<file path="config.mk">
export PLATFORM = sky130hd
export DESIGN_NAME = ternary_mac_array
export DESIGN_NICKNAME = d
export VERILOG_FILES = /design/src/rtl/tern_pkg.sv /design/src/rtl/ternary_mac_cell.sv /design/src/rtl/ternary_mac_array.sv
export SDC_FILE = /design/constraint.sdc
export NUM_CORES = 1
export LEC_CHECK = 0
export BUFFER_PORTS_ARGS = -buffer_cell sky130_fd_sc_hd__clkbuf_2
export CORE_ASPECT_RATIO = 0.6
export CORE_MARGIN = 4
export CORE_UTILIZATION = 55
export CTS_CLUSTER_SIZE = 12
export DETAILED_ROUTE_END_ITERATION = 7
export PLACE_DENSITY = 0.71
export SYNTH_ARGS = -nofsm -noshare
export SYNTH_HDL_FRONTEND = slang
export SYNTH_HIERARCHICAL = 1
export SYNTH_SLANG_ARGS = --single-unit
</file>
<file path="constraint.sdc">
create_clock -name clk -period 4.8 [get_ports clk]
set_input_delay 0.24 -clock clk [delete_from_list [all_inputs] [get_ports clk]]
set_output_delay 0.24 -clock clk [all_outputs]
set_load 0.01 [all_outputs]
</file>
<file path="src/rtl/tern_pkg.sv">
// Shared definitions for the ternary MAC array.
//
// Provides:
//   - the 2-bit ternary weight encoding (00 = 0, 01 = +1, 1x = -1)
//   - decode_ternary : 2-bit code -> {zero, neg} flags
//   - sat_shift_relu : arithmetic right shift, optional ReLU clamp and
//                      saturation to a signed out_w-bit range. The value is
//                      carried at CALC_W bits so that one function serves
//                      any ACC_W / OUT_W the array is built with.
package tern_pkg;

    localparam logic [1:0] TW_ZERO     = 2'b00;
    localparam logic [1:0] TW_POS      = 2'b01;
    localparam int         TW_SIGN_BIT = 1;
    localparam int         CALC_W      = 64;

    typedef struct packed {
        logic zero;
        logic neg;
    } tern_dec_t;

    typedef enum logic {
        ST_IDLE  = 1'b0,
        ST_DRAIN = 1'b1
    } drain_state_t;

    // 00 contributes nothing; both 10 and 11 mean -1, so bit 1 alone is the sign.
    function automatic tern_dec_t decode_ternary(input logic [1:0] w);
        tern_dec_t d;
        d.zero = (w == TW_ZERO);
        d.neg  = w[TW_SIGN_BIT];
        return d;
    endfunction

    // Caller sign-extends the accumulator into CALC_W bits and keeps the
    // low out_w bits of the result.
    function automatic logic signed [CALC_W-1:0] sat_shift_relu(
        input logic signed [CALC_W-1:0] value,
        input int unsigned              shift,
        input logic                     relu,
        input int unsigned              out_w
    );
        logic signed [CALC_W-1:0] v;
        logic signed [CALC_W-1:0] hi;
        logic signed [CALC_W-1:0] lo;
        v  = value >>> shift;
        if (relu && (v < 0)) begin
            v = '0;
        end
        hi = $signed((64'd1 << (out_w - 1)) - 64'd1);
        lo = ~hi;
        if (v > hi) begin
            v = hi;
        end else if (v < lo) begin
            v = lo;
        end
        return v;
    endfunction

endpackage

</file>
<file path="src/rtl/ternary_mac_cell.sv">
// One ternary multiply-accumulate cell.
//
// Ports:
//   clk, rst_n  : clock, asynchronous active-low reset (acc -> 0)
//   valid       : a beat is present this cycle
//   zero, sign  : decoded weight (zero => no contribution, sign => subtract)
//   act         : signed activation, sign-extended to ACC_W
//   clear       : snapshot taken this cycle; accumulator restarts from 0
//   acc_next    : value the accumulator would take without clear
//   acc         : registered accumulator (wraps modulo 2^ACC_W)
module ternary_mac_cell #(
    parameter int IN_W  = 8,
    parameter int ACC_W = 17
) (
    input  logic                    clk,
    input  logic                    rst_n,
    input  logic                    valid,
    input  logic                    zero,
    input  logic                    sign,
    input  logic signed [IN_W-1:0]  act,
    input  logic                    clear,
    output logic signed [ACC_W-1:0] acc_next,
    output logic signed [ACC_W-1:0] acc
);

    logic signed [ACC_W-1:0] act_ext;

    assign act_ext = {{(ACC_W-IN_W){act[IN_W-1]}}, act};

    always_comb begin
        acc_next = acc;
        if (valid && !zero) begin
            acc_next = sign ? (acc - act_ext) : (acc + act_ext);
        end
    end

    always_ff @(posedge clk or negedge rst_n) begin
        if (!rst_n) begin
            acc <= '0;
        end else if (clear) begin
            acc <= '0;
        end else begin
            acc <= acc_next;
        end
    end

endmodule

</file>
<file path="src/rtl/ternary_mac_array.sv">
// ROWS x COLS array of ternary-weight MAC cells with a double-buffered
// readout queue.
//
// Ports:
//   clk, rst_n       : clock, asynchronous active-low reset
//   in_valid         : beat present (never back-pressured)
//   in_weights       : row r ternary code at [2r+1:2r]
//   in_acts          : column c signed activation at [c*IN_W +: IN_W]
//   start_readout    : pulse; snapshot + clear accumulators when not busy
//   shift, relu_en   : output post-processing, latched at snapshot
//   out_data         : post-processed queue element (row-major order)
//   out_valid/ready  : output handshake
//   out_last         : final element of the stream
//   busy             : queue is draining
//   readout_dropped  : sticky, a readout request arrived while busy
module ternary_mac_array
    import tern_pkg::*;
#(
    parameter int ROWS  = 4,
    parameter int COLS  = 2,
    parameter int IN_W  = 8,
    parameter int ACC_W = 17,
    parameter int OUT_W = 8
) (
    input  logic                       clk,
    input  logic                       rst_n,
    input  logic                       in_valid,
    input  logic [2*ROWS-1:0]          in_weights,
    input  logic [COLS*IN_W-1:0]       in_acts,
    input  logic                       start_readout,
    input  logic [$clog2(ACC_W)-1:0]   shift,
    input  logic                       relu_en,
    output logic signed [OUT_W-1:0]    out_data,
    output logic                       out_valid,
    input  logic                       out_ready,
    output logic                       out_last,
    output logic                       busy,
    output logic                       readout_dropped
);

    localparam int N     = ROWS * COLS;
    localparam int IDX_W = (N > 1) ? $clog2(N) : 1;
    localparam int SH_W  = $clog2(ACC_W);
    localparam logic [IDX_W-1:0] LAST_IDX = IDX_W'(N - 1);

    drain_state_t            state;
    drain_state_t            state_nxt;
    logic [IDX_W-1:0]        index;
    logic [SH_W-1:0]         shift_lat;
    logic                    relu_lat;
    logic signed [ACC_W-1:0] queue    [N];
    logic signed [ACC_W-1:0] acc_next [N];
    logic signed [ACC_W-1:0] acc_q    [N];

    logic handshake;
    logic final_hs;
    logic snap_accept;
    logic snap_drop;

    logic signed [CALC_W-1:0] q_ext;
    logic signed [CALC_W-1:0] post;

    // ---------------- MAC cell grid ----------------
    for (genvar r = 0; r < ROWS; r++) begin : g_row
        tern_dec_t dec;
        assign dec = decode_ternary(in_weights[2*r +: 2]);
        for (genvar c = 0; c < COLS; c++) begin : g_col
            ternary_mac_cell #(
                .IN_W  (IN_W),
                .ACC_W (ACC_W)
            ) u_cell (
                .clk      (clk),
                .rst_n    (rst_n),
                .valid    (in_valid),
                .zero     (dec.zero),
                .sign     (dec.neg),
                .act      (in_acts[c*IN_W +: IN_W]),
                .clear    (snap_accept),
                .acc_next (acc_next[r*COLS+c]),
                .acc      (acc_q[r*COLS+c])
            );
        end
    end

    // ---------------- handshake / FSM ----------------
    assign handshake = out_valid && out_ready;
    assign final_hs  = handshake && (index == LAST_IDX);
    // The final handshake frees the queue in the same cycle, so a request
    // arriving then is taken back-to-back instead of being dropped.
    assign snap_accept = start_readout && ((state == ST_IDLE) || final_hs);
    assign snap_drop   = start_readout && (state == ST_DRAIN) && !final_hs;

    always_comb begin
        state_nxt = state;
        out_valid = 1'b0;
        busy      = 1'b0;
        case (state)
            ST_IDLE: begin
                if (snap_accept) begin
                    state_nxt = ST_DRAIN;
                end
            end
            ST_DRAIN: begin
                out_valid = 1'b1;
                busy      = 1'b1;
                if (final_hs && !snap_accept) begin
                    state_nxt = ST_IDLE;
                end
            end
            default: state_nxt = ST_IDLE;
        endcase
    end

    always_ff @(posedge clk or negedge rst_n) begin
        if (!rst_n) begin
            state           <= ST_IDLE;
            index           <= '0;
            shift_lat       <= '0;
            relu_lat        <= 1'b0;
            readout_dropped <= 1'b0;
        end else begin
            state <= state_nxt;
            if (snap_accept) begin
                index     <= '0;
                shift_lat <= shift;
                relu_lat  <= relu_en;
            end else if (handshake) begin
                index <= index + 1'b1;
            end
            if (snap_drop) begin
                readout_dropped <= 1'b1;
            end
        end
    end

    // ---------------- snapshot queue ----------------
    // acc_next already folds in a same-cycle beat; with no beat it equals acc.
    always_ff @(posedge clk or negedge rst_n) begin
        if (!rst_n) begin
            for (int i = 0; i < N; i++) begin
                queue[i] <= '0;
            end
        end else if (snap_accept) begin
            for (int i = 0; i < N; i++) begin
                queue[i] <= in_valid ? acc_next[i] : acc_q[i];
            end
        end
    end

    // ---------------- output post-processing ----------------
    always_comb begin
        q_ext    = {{(CALC_W-ACC_W){queue[index][ACC_W-1]}}, queue[index]};
        post     = sat_shift_relu(q_ext, 32'(shift_lat), relu_lat, OUT_W);
        out_data = OUT_W'(post);
        out_last = out_valid && (index == LAST_IDX);
    end

endmodule

</file>
== After elaboration in Yosys (flattened, before gate mapping) ==
Index checks and enable logic that the tools add are counted.

* Flip-flop bits (word level): 283
* Output and inout bits: 12
* Logic and storage cells: 114

* $add $sub $neg: 17
* Order comparisons: 4
* Eq/ne operators: 1
* Shifts and indexed selects: 1
* Multiplexer cells: 44
* Bitwise gates (word level): 2
* Reductions and logical operators: 24

{| class="wikitable"
|+ Operators by type and width
! operator !! count
|-
| two-way mux 17 bit || 34
|-
| adder 17 x 8 -> 17 bit || 8
|-
| subtractor 17 x 8 -> 17 bit || 8
|-
| > comparator 64 x 8 -> 1 bit, second input constant || 1
|-
| < comparator 64 x 1 -> 1 bit, second input constant || 1
|-
| < comparator 64 x 8 -> 1 bit, second input constant || 1
|-
| two-way mux 64 bit || 1
|-
| >>> shifter 17 x 5 -> 64 bit || 1
|-
| binary-select mux 17 bit (select 3 bit) || 1
|-
| two-way mux 8 bit || 2
|-
| logical AND 1 bit || 12
|-
| logical NOT 2 bit || 4
|-
| logical NOT 1 bit || 6
|-
| two-way mux 3 bit || 2
|-
| greater-or-equal comparator 4 bit, second input constant || 1
|-
| inverter 3 -> 4 bit || 1
|-
| adder 3 x 1 -> 3 bit, second input constant || 1
|-
| equality test 3 bit, second input constant || 1
|-
| two-way mux 1 bit || 3
|-
| one-hot mux 1 bit (2 select lines) || 1
|-
| nonzero test 2 bit || 1
|-
| logical OR 1 bit || 1
|-
| inverter 1 bit || 1
|}

== Depth between registers and ports, before layout ==
Gate-level depths: netlist (run 1).

* Depth after elaboration: 11
* Mapped depth: 17

== Cells and area by module ==
The synthesis (run 1) kept the hierarchy.

{| class="wikitable"
|+ Modules (own cells, without submodules)
! module !! times used !! cells an instance !! area each (um2) !! seq. area each (um2)
|-
| ternary_mac_cell (g_row[0].g_col[0].u_cell ...) || 7 || 245 || 1963.1 || 425.4
|-
| ternary_mac_array || 1 || 839 || 8514.4 || 3678.5
|-
| ternary_mac_cell (g_row[0].g_col[1].u_cell) || 1 || 246 || 1883.1 || 425.4
|}

== Least setup slack after synthesis (run 1) ==
No wires, ideal clock.

* Path type: reg-to-reg
* From: register index[0]
* To: register g_row[0].g_col[1].u_cell.acc[14]
* Library setup time: 0.110 ns
* Arrival: 3.432 ns
* Required time: 4.690 ns
* Setup slack: 1.258 ns
* Stages on the path, launching flop included: 10
* Buffers on the path: 3
* Path through: dfrtp_1 -> ha_1 -> ha_1 -> a21boi_0 -> nand2b_1 -> clkbuf_1 -> clkbuf_1 -> clkinv_1 -> buf_1 -> o41ai_1

* Longest elaborated chain between the ends: 5

{| class="wikitable"
|+ RTL lines
! item !! line !! RTL
|-
| from (decl) || ternary_mac_array.sv:48 || <nowiki>logic [IDX_W-1:0] index;</nowiki>
|-
| from (signal assigned) || ternary_mac_array.sv:128 || <nowiki>index <= index + 1'b1;</nowiki>
|-
| equality test 3 bit || ternary_mac_array.sv:87 || <nowiki>assign final_hs = handshake && (index == LAST_IDX);</nowiki>
|-
| logical AND 1 bit || ternary_mac_array.sv:87 ||
|-
| logical OR 1 bit || ternary_mac_array.sv:90 || <nowiki>assign snap_accept = start_readout && ((state == ST_IDLE) || final_hs);</nowiki>
|-
| logical AND 1 bit || ternary_mac_array.sv:90 ||
|-
| named net snap_accept || ternary_mac_array.sv:57 || <nowiki>logic snap_accept;</nowiki>
|-
| two-way mux 17 bit || ternary_mac_cell.sv:40 || <nowiki>end else if (clear) begin</nowiki>
|-
| to (signal assigned) || ternary_mac_cell.sv:43 || <nowiki>acc <= acc_next;</nowiki>
|-
| to (decl) || ternary_mac_cell.sv:23 || <nowiki>output logic signed [ACC_W-1:0] acc</nowiki>
|}

The timed path passes the listed nets, and every way through them passes these cells.
A chain may end at the register's enable or synchronous reset.

== Final worst setup path (run 1) ==
* From: register index[2]
* To: output port out_data[5]

* Longest elaborated chain between the ends: 11

{| class="wikitable"
|+ RTL lines
! item !! line !! RTL
|-
| inverter 3 -> 4 bit (not written as such) (*) || ternary_mac_array.sv:152 || <nowiki>q_ext = {{(CALC_W-ACC_W){queue[index][ACC_W-1]}}, queue[index]};</nowiki>
|-
| binary-select mux 17 bit (select 3 bit) (*) || ternary_mac_array.sv:152 ||
|-
| two-way mux 17 bit (not written as such) (*) (2 in series) || ternary_mac_array.sv:152 ||
|-
| >>> shifter 17 x 5 -> 64 bit (*) || tern_pkg.sv:46 || <nowiki>v = value >>> shift;</nowiki>
|-
| < comparator 64 x 1 -> 1 bit || tern_pkg.sv:47 || <nowiki>if (relu && (v < 0)) begin</nowiki>
|-
| logical AND 1 bit || tern_pkg.sv:47 ||
|-
| two-way mux 64 bit (*) || tern_pkg.sv:47 ||
|-
| < comparator 64 x 8 -> 1 bit || tern_pkg.sv:54 || <nowiki>end else if (v < lo) begin</nowiki>
|-
| two-way mux 8 bit || tern_pkg.sv:54 ||
|-
| two-way mux 8 bit (*) || tern_pkg.sv:52 || <nowiki>if (v > hi) begin</nowiki>
|-
| to (decl) || ternary_mac_array.sv:33 || <nowiki>output logic signed [OUT_W-1:0] out_data,</nowiki>
|}

Mark *: on every way between the ends. The rest lies on a longest branch, timed or not. The select of a mux whose other input is x is not followed.

==> results of run 1 <==
power by group through the flow:
| stage | clock, mW | combinational [mW] | sequential (mW) |
|---|---|---|---|
| after global placement | 0 | 9.68 | 4.76 |
| after CTS | 2.45 | 10.0 | 4.77 |
| after global routing | 2.56 | 11.3 | 4.96 |
| final | 2.41 | 10.2 | 4.82 |
| after detailed placement | 0 | 9.97 | 4.80 |
| after floorplan | 0 | 7.88 | 4.09 |
layout by cell type, fill, tap and decap left out, types with 30 or more instances in the layout:
master	n
clkbuf_16	31
nand3_1	77
mux2i_1	180
nor2_1	124
o21ai_0	287
mux4_2	40
clkbuf_2	44
nor3_1	38
a31oi_1	46
a21o_1	31
nor2b_1	104
ha_1	154
xnor2_1	61
nand2_1	421
nand2b_1	33
a21oi_1	152
o211ai_1	30
dfrtp_1	282
inv_1	109
o31ai_1	34
layer usage:
metal	track usage (%)	wire length, um
met1	45.1	33900
met2	43.7	29700
met3	7.88	6970
met4	7.22	1840
met5	3.06	256
flip-flops by register name (all words and copies together) (netlist names):
signal and cells:
g_row.g_col.u_cell/acc 136, queue 136, shift_lat 5, index 3
readout_dropped 1, relu_lat 1, state 1
worst paths after layout:
check,from,endpoint
hold / removal,out_ready,index[2]
setup / recovery,index[2],out_data[5]
setup reg to reg,index[1],queue[4]
hold reg to reg,queue[70],queue[70]
max in group asynchronous,rst_n,queue[25]
min in group asynchronous,rst_n,g_row[0].g_col[1].u_cell/acc[3]
layout make-up:
class                           count  area (um2)
Sequential cell                   283        7090
Inverter                          118         448
Timing Repair Buffer               85         624
Antenna cell                        3        7.51
Fill cell                        3783       17400
Clock inverter                     10         113
Tap cell                          579         724
Clock buffer                       42         857
Multi-Input combinational cell   2258       16000
cell families (layout without fill, tap and decap cells):
logic type,count (synthesis),in the layout,share of synthesized area (%)
buffers and inverters,259,255,4.21
XOR/XNOR,77,77,2.79
flip-flops,283,283,29.3
multiplexers,247,247,12.5
AO/OA/AOI/OAI,811,811,22.8
other,0,3,0
adder cells (fa/ha/maj),162,162,8.65
AND/OR/NAND/NOR,961,961,19.7
through the flow:
stage | instances | setup WS, ps | utilization (%) | total power, mW
floorplan | 2800 | 1260 | - | 12.0
global placement | 3315 | 920 | 57.3 | 14.4
detailed placement | 3315 | 852 | 57.3 | 14.8
CTS | 3375 | 229 | 59.8 | 17.2
global route | 3378 | 1.40 | 59.8 | 18.8
finish | 3378 | 250 | 59.8 | 17.4
repair_timing:
action | 4_1_cts | 5_1_grt
endpoints found under the hold margin | 120 | 0
gates resized for setup | 0 | 1
endpoints found under the setup margin | 0 | 2
setup buffers | 0 | 0
hold buffers | 8 | 0
critical path, delay by kind of cell, from the launching register on:
family | cells | cell delay [ps]
compound gates | 4 | 1350
buf+inv | 2 | 330
flops | 1 | 1000
mux | 4 | 1020
==> results_dict.tcl, run 1 <==
set metrics [dict create \
    status "completed" \
    synth_top_area_share_pct 29.3 \
    yosys.area.top_type "dfrtp_1" \
    dieArea_um2 47400 \
    critical_path_peak_fanout 25 \
    worst_pin_slew_ps 1110 \
    synth_seq_cells 283 \
    fmax_ghz 0.220 \
    endpoint_kind "output port" \
    avgSynthCellArea_um2 8.62 \
    slowest_stage "dfrtp_1" \
    avgViaCountPerCell 6.40 \
    synthFlopType "dfrtp_1" \
    pwr-share-comb_pct 58.5 \
    place_area_um2 24800 \
    hold_depth 4 \
    max-cap-violations 0 \
    synthArstFlopShare_pct 100 \
    design_area_um2 25900 \
    startpoint_type "flip-flop" \
    power_frac_seq_pct 27.7 \
    grt_pass1_wl_um 115000 \
    cts_made_buffers 31 \
    clock_path_buffers 3 \
    routedWlPerCell_um 21.5 \
    synthTopCellsByCount "421 x nand2_1, 287 x o21ai_0, 283 x dfrtp_1, 180 x mux2i_1, 154 x ha_1" \
    drive_gt1_share_pct 11.2 \
    synth_edf_count 0 \
    cts-htree-levels 1 \
    path_class "reg2out" \
    grt_max_degree 229 \
    yosys_warnings 6 \
    fin_nets 2974 \
    min_period_ps 4550 \
    p_sw_mw 8.29 \
    ys_seq_area_share_pct 29.3 \
    slowest_delay_ps 1000 \
    clock_sinks 283 \
    ios 47 \
    setup_violations 0 \
    port-buffer-count 46 \
    dr.pass1.iters 6 \
    yosysMostFrequentCell "nand2_1" \
    hold_class "in2reg" \
    cp_data_required_time_ps 4560 \
    clk_pin_slew_ps 60 \
    switching_share_pct 47.6 \
    fin_skew_ps 17.7 \
    initial_utilization_pct 55.7 \
    vdd_drop_max_uv 719 \
    rows 59 \
    ys_types 79 \
    reg2reg_slack_ps 1660 \
    grt_pass1_vias 20300 \
    antenna_found_initial 7 \
    hold_viol 0 \
    cp_cell_sequence "mux4_2 -> mux2i_1 -> buf_4 -> mux2i_1 -> mux2i_1 -> o41ai_1 -> a31oi_1 -> a21oi_1 -> a31o_1 -> clkbuf_2" \
    synth_area_um2 24100 \
    dp_hpwl_um 54000 \
    syn_nets 2997 \
    drc_errors 0 \
    synthTopCellsByArea "dfrtp_1 29%, ha_1 8.0%, mux2i_1 7.5%" \
    ant_nets 0 \
    gr-total-overflow 0 \
    area_delta_synth_final_pct 7.32 \
    reg2reg_depth 7 \
    die_w_um 278 \
    clock_latency_ps 600 \
    routed-via-count 21600 \
    syn_inst 2800 \
    worst-endpoint-arrival_ps 4310 \
    final_max_slew_viol_count 0 \
    rsz0062_at_grt "no" \
    powerDensity_nw_per_um2 673 \
    p_clk_share_pct 13.8 \
    p_leak_nw 11.7 \
    grt_use_total_pct 30.3 \
    place_congestion 0.960 \
    drt-total-wl_um 72700 \
    tns_ps 0 \
    fin_hold_ws_ps 52.1 \
    relSlewSlack_pct 26.1 \
    p_int_mw 9.14 \
    cp_common_cell "mux2i_1" \
    cts_tree "yes" \
    fin_crit_sh_pct 94.8 \
    drtIter0Drc 2319 \
    root_buffer "clkbuf_16" \
    die_h_um 170 \
    core_um2 43300 \
]
No activity file was read; power rests on OpenSTA's default activity.
==> inputs of run 2 (changes only) <==
- BUFFER_PORTS_ARGS: -buffer_cell sky130_fd_sc_hd__clkbuf_2 -> -buffer_cell sky130_fd_sc_hd__buf_2
==> results_dict.tcl, run 2 (synthesis results as in run 1) <==
set metrics [dict create \
    dieArea_um2 47400 \
    drc_errors 0 \
    clk_pin_slew_ps 60 \
    worst_pin_slew_ps 1120 \
    gr-total-overflow 0 \
    die_h_um 170 \
    status "completed" \
    hold_depth 4 \
    grt_use_met3_pct 7.08 \
    layout_commonest_cell "nand2_1" \
    n_fill_cell 3669 \
    p_leak_nw 11.8 \
    antenna_found_initial 3 \
    relSlewSlack_pct 25.6 \
    routed-via-count 21600 \
    setup_violations 0 \
    ios 47 \
    fmax_ghz 0.220 \
    worst-endpoint-arrival_ps 4300 \
    max-cap-violations 0 \
    fin_crit_sh_pct 94.6 \
    drive_gt1_share_pct 11.6 \
    root_buffer "clkbuf_16" \
    dr.pass1.iters 6 \
    port-buffer-count 46 \
    cts_made_buffers 34 \
    place_worst_setup_slack_ps 764 \
    min_period_ps 4540 \
    routedWlPerCell_um 21.6 \
    fin_hold_ws_ps 130 \
    grt_use_met2_pct 44.7 \
    grt_pass1_vias 20700 \
    grt_max_degree 277 \
    hold_class "in2reg" \
    grt_use_total_pct 30.4 \
    endpoint_kind "output port" \
    dp_hpwl_um 53800 \
    postLayoutCoreUtil_pct 60.2 \
    postCtsSetupRepairBufs 0 \
    final_max_slew_viol_count 0 \
    reg2reg_depth 7 \
    fin_skew_ps 15.1 \
    fin_ws_ps 259 \
    place_area_um2 24800 \
    fin_nets 2979 \
    ant_nets 0 \
    clock_sinks 283 \
    design_area_um2 26100 \
    grt_pass1_wl_um 116000 \
    path_class "reg2out" \
    core_um2 43300 \
    fin_cells 3385 \
    initial_utilization_pct 55.7 \
    busiest_layer "met1" \
    powerDensity_nw_per_um2 684 \
    drtIter0Drc 2074 \
    clock_path_buffers 3 \
    cts_tree "yes" \
    avgViaCountPerCell 6.38 \
    rows 59 \
    rsz0062_at_grt "no" \
    clock_latency_ps 540 \
    tns_ps 0 \
    cp_data_required_time_ps 4560 \
    dp_cells 3317 \
    place_congestion 0.987 \
    area_delta_synth_final_pct 8.14 \
    p_total_mw 17.9 \
    met1_usage_pct 45.2 \
    drt-total-wl_um 73000 \
    critical_path_peak_fanout 25 \
    hold_viol 0 \
    startpoint_type "flip-flop" \
    vdd_drop_max_uv 686 \
    die_w_um 278 \
    top_regs "g_row.g_col.u_cell/acc x136, queue x136, shift_lat x5" \
    mostFrequentLayoutCells "421 x nand2_1, 287 x o21ai_0, 282 x dfrtp_1, 180 x mux2i_1, 154 x ha_1" \
    cts-htree-levels 2 \
]
==> run 2: repair_timing <==
item / in CTS / in global routing
hold buffers: 8 / 0
resized for setup: 0 / 0
endpoints found under the hold margin: 125 / 0
==> run 2: power breakdown <==
part	switching [mW]	internal [mW]
Combinational	5.96	4.29
Sequential	1.26	3.50
Clock	1.11	1.73
==> run 2: worst paths after layout <==
| kind | from | to | slack, ps |
|---|---|---|---|
| hold / removal | out_ready | index[1] | 130 |
| setup reg to reg | index[0] | queue[12] | 1670 |
| min in group asynchronous | rst_n | g_row[0].g_col[1].u_cell/acc[7] | 390 |
| setup / recovery | index[2] | out_data[3] | 260 |
| max in group asynchronous | rst_n | g_row[3].g_col[0].u_cell/acc[8] | 3050 |
| hold reg to reg | queue[91] | queue[91] | 480 |
==> run 2: per-layer routing <==
layer	share of wire (%)	vias to the layer above
met5	0.027	-
met4	2.3	2
met3	8.9	123
met2	42	814
met1	47	10500
li1	-	10200
==> run 2: final cells by class <==
type | count | area [um2] | area share [%]
Inverter | 118 | 448 | 1.72
Sequential cell | 283 | 7080 | 27.1
Clock inverter | 14 | 201 | 0.772
Timing Repair Buffer | 87 | 602 | 2.31
Tap cell | 579 | 724 | 2.78
Multi-Input combinational cell | 2258 | 16000 | 61.5
Clock buffer | 45 | 996 | 3.82
Antenna cell | 1 | 2.50 | 0.00959
==> run 2: worst max-delay path: stages, from the launching register on <==
cell      delay [ps]
dfrtp_1         1030
mux4_2           430
mux2i_1          540
mux2i_1          300
o41ai_2          400
nand3_1          120
o311ai_1         350
nand2_1          200
o21bai_1         210
buf_2            160
